File: config.mk
export PLATFORM = sky130hd
export DESIGN_NAME = bmp_ram_arbiter
export DESIGN_NICKNAME = d
export VERILOG_FILES = /design/src/rtl/bmp_ram_arbiter_pkg.sv /design/src/rtl/bmp_ram_arbiter_rr_pick.sv /design/src/rtl/bmp_ram_arbiter.sv
export SDC_FILE = /design/constraint.sdc
export NUM_CORES = 1
export LEC_CHECK = 0
export CAP_MARGIN = 15
export CORE_MARGIN = 10
export CORE_UTILIZATION = 26
export CTS_CLUSTER_DIAMETER = 80
export DETAILED_ROUTE_END_ITERATION = 10
export PLACE_DENSITY = 0.76
export SLEW_MARGIN = 20
export SYNTH_ARGS = -nofsm -noshare
export SYNTH_HDL_FRONTEND = slang
export SYNTH_SLANG_ARGS = --single-unit
File: constraint.sdc
create_clock -name clk -period 1.7 [get_ports clk]
set_input_delay 0.34 -clock clk [delete_from_list [all_inputs] [get_ports clk]]
set_output_delay 0.34 -clock clk [all_outputs]
set_load 0.05 [all_outputs]
File: src/rtl/bmp_ram_arbiter_pkg.sv
// -----------------------------------------------------------------------------
// bmp_ram_arbiter_pkg
// Shared definitions for the BMP frame RAM arbiter and its helpers:
//   - arb_state_e    : arbiter FSM states (ARB = no owner, OWN = port owned)
//   - DEF_BYTE_WIDTH : default RAM data width
//   - DEF_ADDR_WIDTH : default RAM address width
// -----------------------------------------------------------------------------
package bmp_ram_arbiter_pkg;

    typedef enum logic {
        ARB = 1'b0,
        OWN = 1'b1
    } arb_state_e;

    localparam int DEF_BYTE_WIDTH = 8;
    localparam int DEF_ADDR_WIDTH = 20;

endpackage

File: src/rtl/bmp_ram_arbiter_rr_pick.sv
// -----------------------------------------------------------------------------
// rr_pick
// Combinational round-robin priority encoder. Starting at ptr_i and moving
// upward with wrap-around, returns the first requester whose request is high.
// Ports:
//   req_i   : request vector, one bit per requester
//   ptr_i   : index that has highest priority this time
//   found_o : at least one request is high
//   idx_o   : index of the selected requester (0 when found_o is low)
// -----------------------------------------------------------------------------
module rr_pick #(
    parameter int N     = 2,
    parameter int IDX_W = (N > 1) ? $clog2(N) : 1
) (
    input  logic [N-1:0]     req_i,
    input  logic [IDX_W-1:0] ptr_i,
    output logic             found_o,
    output logic [IDX_W-1:0] idx_o
);

    logic [IDX_W-1:0] cand;

    always_comb begin
        found_o = 1'b0;
        idx_o   = '0;
        cand    = '0;
        // Scan from the farthest candidate back toward ptr_i, so the last hit
        // written is the one nearest to ptr_i.
        for (int k = N - 1; k >= 0; k--) begin
            cand = IDX_W'((int'(ptr_i) + k) % N);
            if (req_i[cand]) begin
                found_o = 1'b1;
                idx_o   = cand;
            end
        end
    end

endmodule

File: src/rtl/bmp_ram_arbiter.sv
// -----------------------------------------------------------------------------
// bmp_ram_arbiter
// Shares the single-port byte-wide BMP frame RAM between image-processing
// stages. One requester owns the port at a time (round-robin, optional burst
// lock, burst length capped at MAX_BURST). The owner's accesses are forwarded
// to the RAM; read data returns one cycle later tagged to the requester that
// issued the read.
// Ports:
//   clk, rst   : clock, asynchronous active-high reset
//   req/lock/we: per-requester request, keep-ownership, write select
//   addr/wdata : per-requester address and write data (packed, slice i)
//   gnt        : one-hot current owner
//   ack        : access accepted this cycle
//   rvalid     : read data valid for requester i
//   rdata      : shared read data (0 unless some rvalid is high)
//   RAM_*      : RAM port (RAM_out is read data, one cycle after RAM_ren)
//   busy       : an owner exists or a read is still returning
// -----------------------------------------------------------------------------
module bmp_ram_arbiter
    import bmp_ram_arbiter_pkg::*;
#(
    parameter int NUM_REQ    = 2,
    parameter int BYTE_WIDTH = DEF_BYTE_WIDTH,
    parameter int ADDR_WIDTH = DEF_ADDR_WIDTH,
    parameter int MAX_BURST  = 64
) (
    input  logic                          clk,
    input  logic                          rst,
    input  logic [NUM_REQ-1:0]            req,
    input  logic [NUM_REQ-1:0]            lock,
    input  logic [NUM_REQ-1:0]            we,
    input  logic [NUM_REQ*ADDR_WIDTH-1:0] addr,
    input  logic [NUM_REQ*BYTE_WIDTH-1:0] wdata,
    output logic [NUM_REQ-1:0]            gnt,
    output logic [NUM_REQ-1:0]            ack,
    output logic [NUM_REQ-1:0]            rvalid,
    output logic [BYTE_WIDTH-1:0]         rdata,
    output logic                          RAM_ren,
    output logic                          RAM_wen,
    output logic [ADDR_WIDTH-1:0]         RAM_addr,
    output logic [BYTE_WIDTH-1:0]         RAM_in,
    input  logic [BYTE_WIDTH-1:0]         RAM_out,
    output logic                          busy
);

    localparam int IDX_W = $clog2(NUM_REQ);
    localparam int CNT_W = $clog2(MAX_BURST + 1);

    arb_state_e       state_q;
    logic [IDX_W-1:0] owner_q;
    logic [IDX_W-1:0] rr_ptr_q;
    logic [IDX_W-1:0] rr_ptr_d;
    logic [CNT_W-1:0] burst_cnt_q;
    logic [CNT_W-1:0] burst_cnt_d;
    logic             rd_pend_q;
    logic [IDX_W-1:0] rd_tag_q;

    logic             pick_found;
    logic [IDX_W-1:0] pick_idx;

    logic                  owned;
    logic                  own_req;
    logic                  own_lock;
    logic                  own_we;
    logic                  access;
    logic                  release_c;
    logic [ADDR_WIDTH-1:0] own_addr;
    logic [BYTE_WIDTH-1:0] own_wdata;
    logic [NUM_REQ-1:0]    own_onehot;

    rr_pick #(
        .N     (NUM_REQ),
        .IDX_W (IDX_W)
    ) u_rr_pick (
        .req_i   (req),
        .ptr_i   (rr_ptr_q),
        .found_o (pick_found),
        .idx_o   (pick_idx)
    );

    // Owner's view of the shared input vectors.
    assign owned      = (state_q == OWN);
    assign own_req    = req[owner_q];
    assign own_lock   = lock[owner_q];
    assign own_we     = we[owner_q];
    assign own_addr   = addr[owner_q*ADDR_WIDTH +: ADDR_WIDTH];
    assign own_wdata  = wdata[owner_q*BYTE_WIDTH +: BYTE_WIDTH];
    assign own_onehot = NUM_REQ'(1) << owner_q;
    assign access     = owned & own_req;

    assign burst_cnt_d = burst_cnt_q + CNT_W'(1);
    assign rr_ptr_d    = (owner_q == IDX_W'(NUM_REQ - 1)) ? '0 : owner_q + IDX_W'(1);

    // An accepted access releases unless locked and under the burst cap;
    // an idle owner releases only once its lock is dropped.
    assign release_c = owned &
                       ((own_req & (~own_lock | (burst_cnt_d == CNT_W'(MAX_BURST)))) |
                        (~own_req & ~own_lock));

    always_ff @(posedge clk or posedge rst) begin
        if (rst) begin
            state_q     <= ARB;
            owner_q     <= '0;
            rr_ptr_q    <= '0;
            burst_cnt_q <= '0;
        end else begin
            case (state_q)
                ARB: begin
                    if (pick_found) begin
                        owner_q     <= pick_idx;
                        burst_cnt_q <= '0;
                        state_q     <= OWN;
                    end
                end
                OWN: begin
                    if (own_req) begin
                        burst_cnt_q <= burst_cnt_d;
                    end
                    if (release_c) begin
                        state_q  <= ARB;
                        rr_ptr_q <= rr_ptr_d;
                    end
                end
                default: state_q <= ARB;
            endcase
        end
    end

    // Read return runs independently of the FSM so a read accepted in the
    // release cycle still comes back after ownership has moved on.
    always_ff @(posedge clk or posedge rst) begin
        if (rst) begin
            rd_pend_q <= 1'b0;
            rd_tag_q  <= '0;
        end else begin
            rd_pend_q <= access & ~own_we;
            rd_tag_q  <= owner_q;
        end
    end

    assign gnt      = owned ? own_onehot : '0;
    assign ack      = access ? own_onehot : '0;
    assign rvalid   = rd_pend_q ? (NUM_REQ'(1) << rd_tag_q) : '0;
    assign rdata    = rd_pend_q ? RAM_out : '0;
    assign RAM_ren  = access & ~own_we;
    assign RAM_wen  = access & own_we;
    assign RAM_addr = owned ? own_addr : '0;
    assign RAM_in   = owned ? own_wdata : '0;
    assign busy     = owned | rd_pend_q;

endmodule

# ---- Word-level counts from Yosys, hierarchy flattened
# Cells that the tools add are included.
dict set report totals {
  register_bits 12
  latch_bits 0
  mem_bits_rw 0
  romBits 0
  in_bits 72
  output_inout_bits 45
  word_cells 63
  n_memories 0
}
dict set report classes {
  n_addsub 3
  multipliers 1
  div 0
  order_cmp 3
  n_eq_ne 3
  shift 4
  n_mux 27
  bitwise 13
  n_reduce_logical 3
}
# op n
set op_table {}
lappend op_table {{variable part select 40 x 7 -> 20 bit} 1}
lappend op_table {{two-way mux 20 bit} 1}
lappend op_table {{two-way mux 1 bit} 17}
lappend op_table {{two-way mux 8 bit} 2}
lappend op_table {{variable part select 16 x 5 -> 8 bit} 1}
lappend op_table {{two-way mux 7 bit} 2}
lappend op_table {{case mux 7 bit (2 select lines)} 1}
lappend op_table {{adder 7 x 1 -> 7 bit (second input constant)} 1}
lappend op_table {{== test 7 bit (second input constant)} 1}
lappend op_table {{bitwise AND 1 bit} 6}
lappend op_table {{less-than comparator 1 x 2 -> 1 bit (second input constant)} 3}
lappend op_table {{two-way mux 2 bit} 3}
lappend op_table {{AND reduction 2 bit} 3}
lappend op_table {{multiplier 1 x 3 -> 4 bit (second input constant)} 1}
lappend op_table {{inverter 1 bit} 4}
lappend op_table {{left shift 1 x 1 -> 2 bit (first input constant)} 2}
lappend op_table {{OR 1 bit} 3}
lappend op_table {{adder 1 bit (second input constant)} 2}
lappend op_table {{inequality test 2 x 1 -> 1 bit (second input constant)} 1}
lappend op_table {{inequality test 2 bit (second input constant)} 1}
lappend op_table {{case mux 1 bit (2 select lines)} 1}

# ---- Depth between registers and ports, before layout
dict set report logic_depth {
  ltp_word 9
  ltp_mapped 5
  ltp_nobuf 5
}

# ---- By module
# Synthesis repeated with hierarchy kept, for this count alone.
dict set report hier_totals {
  cells_unflattened 149
  area_unflattened_um2 1261.2
}
# mod n_inst cells_each area_each_um2 seq_area_each_um2
set modules_own_cells {}
lappend modules_own_cells {bmp_ram_arbiter 1 146 1243.7 300.3}
lappend modules_own_cells {rr_pick 1 3 17.5 0.0}

# ---- Least setup slack after synthesis
# Ideal clock, no wire load.
dict set report synth_timing {
  path_kind {reg2out}
  startpoint {register state_q, in the netlist owned}
  endpoint {output port ack[0]}
  arrival_ns 1.975
  required_time_ns 1.360
  path_slack_ns -0.615
  path_stages_with_launch 5
  n_path_buf 1
  path_cell_list {dfrtp_1 > clkbuf_1 > clkinv_1 > nor2_1 > and2_1}
}
dict set report synth_via {
  elab_chain_cells 2
}
# element line_no
set synth_lines {}
lappend synth_lines {{start: declaration} bmp_ram_arbiter.sv:49} ;# arb_state_e state_q;
lappend synth_lines {{start signal: assignment} bmp_ram_arbiter.sv:102} ;# state_q <= ARB;
lappend synth_lines {{start signal: assignment} bmp_ram_arbiter.sv:112} ;# state_q <= OWN;
lappend synth_lines {{start signal: assignment} bmp_ram_arbiter.sv:120} ;# state_q <= ARB;
lappend synth_lines {{bitwise AND 1 bit} bmp_ram_arbiter.sv:89} ;# assign access = owned & own_req;
lappend synth_lines {{two-way mux 2 bit} bmp_ram_arbiter.sv:142} ;# assign ack = access ? own_onehot : '0;
lappend synth_lines {{end: declaration} bmp_ram_arbiter.sv:35} ;# output logic [NUM_REQ-1:0] ack,
# Every way passes these cells.

# ---- Worst setup path in the final report
dict set report layout_timing {
  startpoint {register owner_q}
  endpoint {output port RAM_addr[14]}
}
dict set report layout_via {
  elab_chain_cells 3
}
# element line_no
set layout_lines {}
lappend layout_lines {{start: declaration} bmp_ram_arbiter.sv:50} ;# logic [IDX_W-1:0] owner_q;
lappend layout_lines {{start signal: assignment} bmp_ram_arbiter.sv:110} ;# owner_q <= pick_idx;
lappend layout_lines {{multiplier 1 x 3 -> 4 bit} bmp_ram_arbiter.sv:86} ;# assign own_addr = addr[owner_q*ADDR_WIDTH +: ADDR_WIDTH];
lappend layout_lines {{variable part select 40 x 7 -> 20 bit} bmp_ram_arbiter.sv:86}
lappend layout_lines {{two-way mux 20 bit} bmp_ram_arbiter.sv:147} ;# assign RAM_addr = owned ? own_addr : '0;
lappend layout_lines {{end: declaration} bmp_ram_arbiter.sv:40} ;# output logic [ADDR_WIDTH-1:0] RAM_addr,
# Every way passes these cells.

==> results.toml <==
[pwr]
leakagePower_nw = 1.427
peakVddDrop_v = 0.001224
power_density_nw_per_um2 = 1876

[cts]
clk_pin_slew_ps = 50
clk_root_buffer_cell = "sky130_fd_sc_hd__clkbuf_8"
cts_buffer_depth = 2
cts.sink_count = 12
tritoncts = "yes"
cts_inserted_buffers = 3
worst_skew_pair.late_latency_ps = 250
cts.htree.levels = 1
post_cts_hold_buffer_count = 0

[drt]
final_antenna_net_count = 0
avgViaCountPerCell = 4.949
route.detailed.wl_per_inst_um = 21.49
drtPass1Iterations = 4
detail_route.wirelength_um = 7179
drt_iter0_drc = 42
via_count = 1653
route.detailed.drc = 0

[yosys]
synthesis.nets = 218
sequential_share_of_the_synthesized_area_pct = 26.23
synth.area.top_cells = "sky130_fd_sc_hd__mux2i_1, sky130_fd_sc_hd__dfrtp_1, sky130_fd_sc_hd__nor2_1"
postSynthAreaPerCell_um2 = 7.896
yosys.area.top_type_share_pct = 27.10
synthDistinctLibCells = 33
number_of_register_bits_inferred_by_synthesis = 12
synth_cells = 145
yosysWarnings = 0
syn-cell-area_um2 = 1145
synth_area_leader_cell = "sky130_fd_sc_hd__mux2i_1"

[critical_path]
r2r_setup_slack_ps = 40
timing.critical_path.fanout_max = 4
worst-endpoint-arrival_ps = 1470
worst_setup_path_start_kind = "flip-flop"
critical_path_class = "flip-flop to primary output"
worst_r2r_path_depth = 5
worstPathRequired_ps = 1360
element_type_at_the_critical_path_end = "primary output"

[timing]
worst_slew_slack_as_a_fraction_of_its_limit_pct = 67.80
unrepaired_setup_endpoints_after_global_routing = "true"
finalMaxSlewViolations = 0
maxClockFrequency_mhz = 553.3
hold_violations = 0
fin_worst_skew_ps = 2.551
period_share_pct = 106.3
fin_ws_ps = -107.4
layout_min_cycle_time_ps = 1807
finalSetupViolCount = 31
worst_pin_slew_ps = 482.5

[place]
post-dp-hpwl_um = 5020
globalplace.congestion = 0.8610
dp_slack_ps = -76.52
io_buffer_count = 116
dpl_cell_area_um2 = 3123

[die]
io_count = 117
core_um2 = 4294
die_height_um = 86.36
placement_rows = 24
initial_utilization_pct = 26.66
die_area_um2 = 7457
die_wd_um = 86.36

[run_status]
violations_in_the_final_reports = "setup timing"
status = "finished, violations left"

[cells_and_area]
num_antenna_cells = 0
area.growth.synth_to_final_pct = 219.3
design.final.nets = 356
final_area_um2 = 3656
drive_gt1_share_pct = 50.71

[hold_path]
holdCritPathClass = "input pin to async pin"

[job]
max-cap-violations = 0

[global_routing]
track_usage_pct = 17.39
first_global_vias = 1730
grt_start_max_net_pins = 19
first_pass_grt_wire_length_um = 10160
grt_overflow_total = 0
grt_antenna_before_repair = 0
sequential cells by signal (all words and copies together), names as in the netlist:
signal and count:
rd_pend_q 1, owner_q 1, rd_tag_q 1, burst_cnt_q 7, owned 1, rr_ptr_q 1
per-layer routing:
metal	vias to the layer above	GRT usage, %	share of wire [%]
met5	-	0	0
li1	786	-	-
met1	774	17.68	35
met3	14	6.754	7.9
met2	79	31.48	54
met4	0	6.038	2.9
synthesized netlist by cell type, drive strengths merged:
| master | instances |
|---|---|
| nor2 | 36 |
| mux2i | 31 |
| dfrtp | 12 |
| and2 | 11 |
| o21ai | 7 |
| buf | 5 |
| nand2 | 5 |
| a21o | 4 |
| and3 | 4 |
| clkbuf | 4 |
| nand3 | 3 |
| a21oi | 2 |
| a22o | 2 |
| nor3 | 2 |
| nor3b | 2 |
| a21boi | 1 |
| a31oi | 1 |
| clkinv | 1 |
| ha | 1 |
| inv | 1 |
| mux2 | 1 |
| nand4 | 1 |
| nor2b | 1 |
| o211ai | 1 |
| o22ai | 1 |
| o32a | 1 |
| or2 | 1 |
| or4 | 1 |
| or4b | 1 |
| xnor2 | 1 |
repair_timing:
item,CTS,global route
cloned,1,1
setup endpoints to repair,33,35
pin swaps,16,13
setup buffers,5,2
resized for setup,52,17
critical path, stage by stage, from the launching register on:
cell and delay (ps):
sky130_fd_sc_hd__dfrtp_2 420, sky130_fd_sc_hd__buf_4 170, sky130_fd_sc_hd__clkbuf_16 170, sky130_fd_sc_hd__mux2i_4 190
sky130_fd_sc_hd__nor2_4 120, sky130_fd_sc_hd__buf_12 150
where the power goes:
| group | switching, mW | internal [mW] |
|---|---|---|
| Combinational | 3.15 | 2.94 |
| Clock | 0.113 | 0.205 |
| Sequential | 0.0821 | 0.364 |
cell type report:
type | count | area [um2]
fill | 189 | 638.1
clock buffer | 4 | 55.05
tap | 52 | 65.06
timing repair buffer | 142 | 1874
multi-input combinational | 122 | 1353
sequential | 12 | 301.5
inverter | 2 | 7.507
worst paths after layout:
path,start,endpoint
worst max-delay path,owner_q,RAM_addr[14]
worst min-delay path,rst,burst_cnt_q[2]
worst max register to register,burst_cnt_q[5],owned
worst min register to register,burst_cnt_q[0],burst_cnt_q[0]
max in group asynchronous,rst,owner_q
min in group clk,burst_cnt_q[0],burst_cnt_q[0]
stage by stage:
stage / hold WS, ps / total power, mW / util [%] / cells / setup TNS, ps
2_1_floorplan: 204.7 / 3.238 / - / 145 / -300.0
3_5_place_dp: 542.0 / 5.523 / 72.73 / 321 / -336.6
3_3_place_gp: 541.6 / 5.479 / 72.73 / 321 / -118.4
5_1_grt: 462.6 / 7.086 / 85.14 / 334 / -3010
6_report: 412.2 / 6.859 / 85.14 / 334 / -2002
4_1_cts: 426.4 / 6.542 / 82.08 / 331 / -2088
cell families (layout without fill, tap and decap cells):
family / after synthesis / in the layout / share of synthesized area (%)
flip-flops: 12 / 12 / 26.23
AO/OA/AOI/OAI: 20 / 20 / 11.48
XOR/XNOR: 1 / 1 / 0.7652
buffers and inverters: 11 / 148 / 3.933
adder cells (fa/ha/maj): 1 / 1 / 1.093
multiplexers: 32 / 32 / 28.09
AND/OR/NAND/NOR: 68 / 68 / 28.42
cells in the final DEF (no fill, tap or decap), types with 2 or more instances in the layout:
master | synthesis | final
sky130_fd_sc_hd__nor2_1 | 36 | 6
sky130_fd_sc_hd__mux2i_1 | 31 | 3
sky130_fd_sc_hd__and3_4 | 0 | 2
sky130_fd_sc_hd__clkbuf_8 | 0 | 4
sky130_fd_sc_hd__clkdlybuf4s50_1 | 0 | 71
sky130_fd_sc_hd__and2_1 | 11 | 10
sky130_fd_sc_hd__nor3b_1 | 2 | 2
sky130_fd_sc_hd__o21ai_0 | 7 | 6
sky130_fd_sc_hd__dfrtp_1 | 12 | 11
sky130_fd_sc_hd__mux2i_4 | 0 | 24
sky130_fd_sc_hd__nor3_1 | 2 | 2
sky130_fd_sc_hd__a21o_1 | 3 | 3
sky130_fd_sc_hd__nand3_1 | 3 | 3
sky130_fd_sc_hd__buf_12 | 0 | 45
sky130_fd_sc_hd__mux2i_2 | 0 | 4
sky130_fd_sc_hd__nor2_4 | 0 | 29
sky130_fd_sc_hd__buf_6 | 0 | 4
sky130_fd_sc_hd__buf_4 | 0 | 18
sky130_fd_sc_hd__a22o_1 | 2 | 2
sky130_fd_sc_hd__a21oi_1 | 2 | 2
sky130_fd_sc_hd__nand2_1 | 5 | 4
sky130_fd_sc_hd__buf_8 | 0 | 2
Note: power is estimated with default switching activity, not from simulation.
